==> config.mk <==
export PLATFORM = sky130hd
export DESIGN_NAME = fwd_hazard_unit
export DESIGN_NICKNAME = d
export VERILOG_FILES = /design/src/rtl/fwd_hazard_unit.sv
export SDC_FILE = /design/constraint.sdc
export NUM_CORES = 1
export LEC_CHECK = 0
export BUFFER_PORTS_ARGS = -buffer_cell sky130_fd_sc_hd__clkbuf_2
export CAP_MARGIN = 20
export CORE_MARGIN = 10
export CORE_UTILIZATION = 50
export CTS_CLUSTER_SIZE = 30
export DETAILED_ROUTE_END_ITERATION = 12
export GPL_TIMING_DRIVEN = 0
export PLACE_DENSITY = 0.75
export SLEW_MARGIN = 25
export SYNTH_ARGS = -nofsm -noshare
export SYNTH_HDL_FRONTEND = slang
export SYNTH_SLANG_ARGS = --single-unit
==> constraint.sdc <==
create_clock -name clk -period 5.5 [get_ports clk]
set_input_delay 0.275 -clock clk [delete_from_list [all_inputs] [get_ports clk]]
set_output_delay 0.275 -clock clk [all_outputs]
set_load 0.03 [all_outputs]
==> src/rtl/fwd_hazard_unit.sv <==
// EX-operand forwarding select and load-use stall unit; selects registered (1 cycle), stall combinational.
// No backpressure of its own: stall holds the front end; FWD_WB_EN adds the late (11) forwarding source.
module fwd_hazard_unit #(
   parameter int ADDR_W = 5,
   parameter int CNT_W  = 16
) (
   input  logic              clk,
   input  logic              reset,
   input  logic              id_valid,
   input  logic [ADDR_W-1:0] id_rs,
   input  logic [ADDR_W-1:0] id_rt,
   input  logic              id_use_rs,
   input  logic              id_use_rt,
   input  logic [ADDR_W-1:0] id_rd,
   input  logic              id_reg_write,
   input  logic              id_mem_read,
   input  logic              flush,
   output logic [1:0]        fwd_a,
   output logic [1:0]        fwd_b,
   output logic              stall,
   output logic [CNT_W-1:0]  stall_count
);

   typedef struct packed {
      logic              valid;
      logic [ADDR_W-1:0] rd;
      logic              reg_write;
   } tag_t;

   localparam tag_t BUBBLE = '{valid: 1'b0, rd: '0, reg_write: 1'b0};

   // The load flag only matters while the producer sits in EX.
   tag_t             ex_q, ex_d, mem_q;
   logic             ex_load_q, ex_load_d;
`ifdef FWD_WB_EN
   tag_t             wb_q, late_q;
`endif
   logic [1:0]       fwd_a_q, fwd_a_d, fwd_b_q, fwd_b_d;
   logic [CNT_W-1:0] cnt_q, cnt_d;
   logic             bubble;

   function automatic logic hit(input tag_t t, input logic [ADDR_W-1:0] a);
      return t.valid && t.reg_write && (t.rd != '0) && (t.rd == a);
   endfunction

`ifdef FWD_WB_EN
   function automatic logic [1:0] sel(input logic use_src, input logic [ADDR_W-1:0] src,
                                      input tag_t t_ex, input tag_t t_mem, input tag_t t_wb);
      if (!use_src)             return 2'b00;
      else if (hit(t_ex, src))  return 2'b10;
      else if (hit(t_mem, src)) return 2'b01;
      else if (hit(t_wb, src))  return 2'b11;
      else                      return 2'b00;
   endfunction
`else
   function automatic logic [1:0] sel(input logic use_src, input logic [ADDR_W-1:0] src,
                                      input tag_t t_ex, input tag_t t_mem);
      if (!use_src)             return 2'b00;
      else if (hit(t_ex, src))  return 2'b10;
      else if (hit(t_mem, src)) return 2'b01;
      else                      return 2'b00;
   endfunction
`endif

   always_comb begin
      stall     = 1'b0;
      bubble    = 1'b0;
      ex_d      = BUBBLE;
      ex_load_d = 1'b0;
      fwd_a_d   = 2'b00;
      fwd_b_d   = 2'b00;
      cnt_d     = cnt_q;

      // Flush kills the consumer, so it suppresses the stall as well.
      stall = id_valid && !flush && ex_q.valid && ex_load_q && ex_q.reg_write &&
              (ex_q.rd != '0) &&
              ((id_use_rs && (id_rs == ex_q.rd)) || (id_use_rt && (id_rt == ex_q.rd)));
      bubble = stall || flush || !id_valid;

      if (!bubble) begin
         ex_d      = '{valid: 1'b1, rd: id_rd, reg_write: id_reg_write};
         ex_load_d = id_mem_read;
`ifdef FWD_WB_EN
         fwd_a_d   = sel(id_use_rs, id_rs, ex_q, mem_q, wb_q);
         fwd_b_d   = sel(id_use_rt, id_rt, ex_q, mem_q, wb_q);
`else
         fwd_a_d   = sel(id_use_rs, id_rs, ex_q, mem_q);
         fwd_b_d   = sel(id_use_rt, id_rt, ex_q, mem_q);
`endif
      end

      if (stall && (cnt_q != {CNT_W{1'b1}})) begin
         cnt_d = cnt_q + 1'b1;
      end
   end

   always_ff @(posedge clk) begin
      if (reset) begin
         ex_q      <= BUBBLE;
         ex_load_q <= 1'b0;
         mem_q     <= BUBBLE;
`ifdef FWD_WB_EN
         wb_q      <= BUBBLE;
         late_q    <= BUBBLE;
`endif
         fwd_a_q   <= 2'b00;
         fwd_b_q   <= 2'b00;
         cnt_q     <= '0;
      end else begin
`ifdef FWD_WB_EN
         late_q    <= wb_q;
         wb_q      <= mem_q;
`endif
         mem_q     <= ex_q;
         ex_q      <= ex_d;
         ex_load_q <= ex_load_d;
         fwd_a_q   <= fwd_a_d;
         fwd_b_q   <= fwd_b_d;
         cnt_q     <= cnt_d;
      end
   end

   assign fwd_a       = fwd_a_q;
   assign fwd_b       = fwd_b_q;
   assign stall_count = cnt_q;

endmodule

==> flow_metrics.tcl <==
set metrics [dict create \
    h-tree-depth 2 \
    ios 44 \
    dp_cells 275 \
    antenna_found_initial 0 \
    diodes 0 \
    worstPathRequired_ns 5.22 \
    ant_nets 0 \
    cts_made_buffers 5 \
    layout.cells.non_filler 283 \
    area_growth_pct 19.35 \
    rows 21 \
    finalClockSkew_ns 0.002497 \
    port_buffers 42 \
    endpoint_kind "output pin" \
    syn-num-nets 211 \
    synth_edf_count 0 \
    worstPathMaxFanout 10 \
    cp_top_family "buffers and inverters" \
    finalMaxSlewViolations 0 \
    synth_top_area_share_pct 38.02 \
    path_buf_inv 5 \
    synth.distinct_cells 46 \
    synth_cells 187 \
    finalHoldViolations 0 \
    status "finished clean" \
    critPathSlowestCell "dfxtp_1" \
    drc 0 \
    start_util_pct 53.54 \
    vias 1576 \
    grt.overflow.total 0 \
    place_ws_ns 3.347 \
    fin_crit_sh_pct 44.67 \
    max-vdd-ir-drop_uv 125.7 \
    cts_num_sinks 35 \
    cts_tree "done" \
    wl_per_cell_um 15.22 \
    seq_area_frac_synth_pct 38.02 \
    drv_cap 0 \
    cts_resized 0 \
    finalSetupTns_ns 0 \
    p_switching_uw 120.7 \
    final_nets 260 \
    min_period_ns 2.457 \
    finalSetupViolations 0 \
    synth_area_leaders "dfxtp_1, xor2_1, nor2b_1" \
    hold_buffers 0 \
    grt_max_degree 13 \
    p_sw_share_pct 25.08 \
    totalWireLength_um 4306 \
    avgSynthCellArea_um2 9.856 \
    layout_commonest_cell "clkbuf_2" \
    critPathMostFrequentCell "buf_6" \
    ys_warn_count 0 \
    p_int_uw 360.8 \
    power_density_nw_per_um2 218.9 \
    fillers 302 \
    worstPathCellList "buf_6 > xor2_1 > nor3b_2 > a32oi_1 > buf_2 > buf_6 > buf_6 > nor2_1 > clkbuf_2" \
    min_path_type "in -> reg" \
    combPwrFrac_pct 7.5 \
    viasPerCell 5.569 \
    gp_congestion 0.8851 \
    final_cell_mix "clkbuf_2, dfxtp_1, xor2_1" \
    drtPass1Iterations 4 \
    p_clk_share_pct 38.9 \
    fin_ws_ns 3.043 \
    die-area_um2 6514 \
    hpwl_um 3285 \
    synth_top_flop_cell "dfxtp_1" \
    syn_area_um2 1843 \
    core_area_um2 3442 \
    worst-setup-path-type "reg -> out" \
    drt_iter0_drc 115 \
    cp_slowest_stage_delay_ns 0.33 \
    cts_setup_buffers 0 \
    drive_above_1_share_pct 31.22 \
    synth-seq-cells 35 \
    die_y_um 80.71 \
    async_flop_share_pct 0 \
    p_leak_uw 0.0009044 \
    gr-usage-all-layers_pct 13.68 \
    yosys.area.top_type "dfxtp_1" \
    die_w_um 80.71 \
    crit_path_start_kind "flip-flop" \
    root_buffer "clkbuf_8" \
    grt_pass1_vias 1566 \
    fin_total_pwr_uw 481.5 \
    pwr-share-seq_pct 53.6 \
    fmaxAchievable_ghz 0.4070 \
    clockBufferDepth 2 \
    cp.arrival_ns 2.18 \
    rsz0062_at_grt "no" \
    worst_slew_pin_slew_ns 0.5133 \
    grt_pass1_wl_um 7251 \
    clk_latency_ns 0.29 \
    clk_pin_slew_ns 0.07 \
    max_slew_margin_pct 65.78 \
]
-- state kept, by name, summed over array words and instances, names as in the netlist --
signal / flops
ex_load_q: 1
mem_q: 7
stall_count: 16
fwd_b: 2
ex_q: 7
fwd_a: 2
-- area by class of cell --
| cell class | count | area (um2) | share of cell area, % |
|---|---|---|---|
| plain buffers | 11 | 85.08 | 3.868 |
| clock buffers | 5 | 68.82 | 3.129 |
| clock inverters | 3 | 20.02 | 0.9101 |
| inverters | 2 | 7.507 | 0.3413 |
| multi-input cells | 139 | 1050 | 47.72 |
| flip-flops and latches | 35 | 700.7 | 31.85 |
| well taps | 46 | 57.56 | 2.617 |
| repair buffers | 42 | 210.2 | 9.556 |
-- cells in the mapped netlist (all sizes together) (2+ instances only) --
cell and count:
o211ai 3, and3 3, dfxtp 35, nand2 6
nor4b 2, nor3b 2, and4b 2, buf 9
nand4 9, nor4 6, and2 9, nor2b 12
o31ai 10, nor3 3, nor2 11, inv 2
a21oi 9, xor2 15, or4 11, nand3 6
mux2 5, clkbuf 2, xnor2 5
-- routing by layer --
metal	vias to the layer above	track usage [%]	routed length [um]
met5	-	0	0
met4	0	5.536	61
met3	6	3.898	287
met2	42	21.42	1931
met1	740	17.22	2027
li1	788	-	-
-- power groups by stage --
| stage | clock network, uW | logic [uW] | registers [uW] |
|---|---|---|---|
| 6_report | 187 | 35.9 | 258 |
| 5_1_grt | 201 | 39.7 | 259 |
| 4_1_cts | 190 | 36.1 | 258 |
| 3_5_place_dp | 0 | 35.9 | 264 |
| 3_3_place_gp | 0 | 35.3 | 264 |
| 2_1_floorplan | 0 | 21.4 | 264 |
-- per-stage QoR --
step / utilization, % / hold WS (ns) / cell area (um2)
after detailed placement: 61.32 / 0.4756 / 2111
final: 63.90 / 0.1781 / 2200
after CTS: 63.90 / 0.1739 / 2200
after global placement: 61.32 / 0.4655 / 2111
after global routing: 63.90 / 0.1758 / 2200
after floorplan: - / 0.3967 / 1843
-- logic make-up (layout without fill, tap and decap cells) --
kind of cell,after synthesis,count (layout),synth area share (%)
XOR/XNOR,20,20,9.505
buffers and inverters,13,63,5.024
multiplexers,5,5,3.258
flip-flops,35,35,38.02
AND/OR/NAND/NOR,84,84,30.62
AO/OA/AOI/OAI,29,29,12.90
adder cells (fa/ha/maj),1,1,0.6788
-- path summary, 6_finish.rpt --
path	startpoint	to	slack [ns]	cells after the start
setup / recovery	ex_q[1]	stall	3.04	9
hold / removal	id_rd[1]	ex_q[2]	0.18	2
setup reg to reg	stall_count[0]	stall_count[1]	3.35	8
hold reg to reg	ex_q[6]	mem_q[6]	0.49	1
No activity file was read; power rests on OpenSTA's default activity.
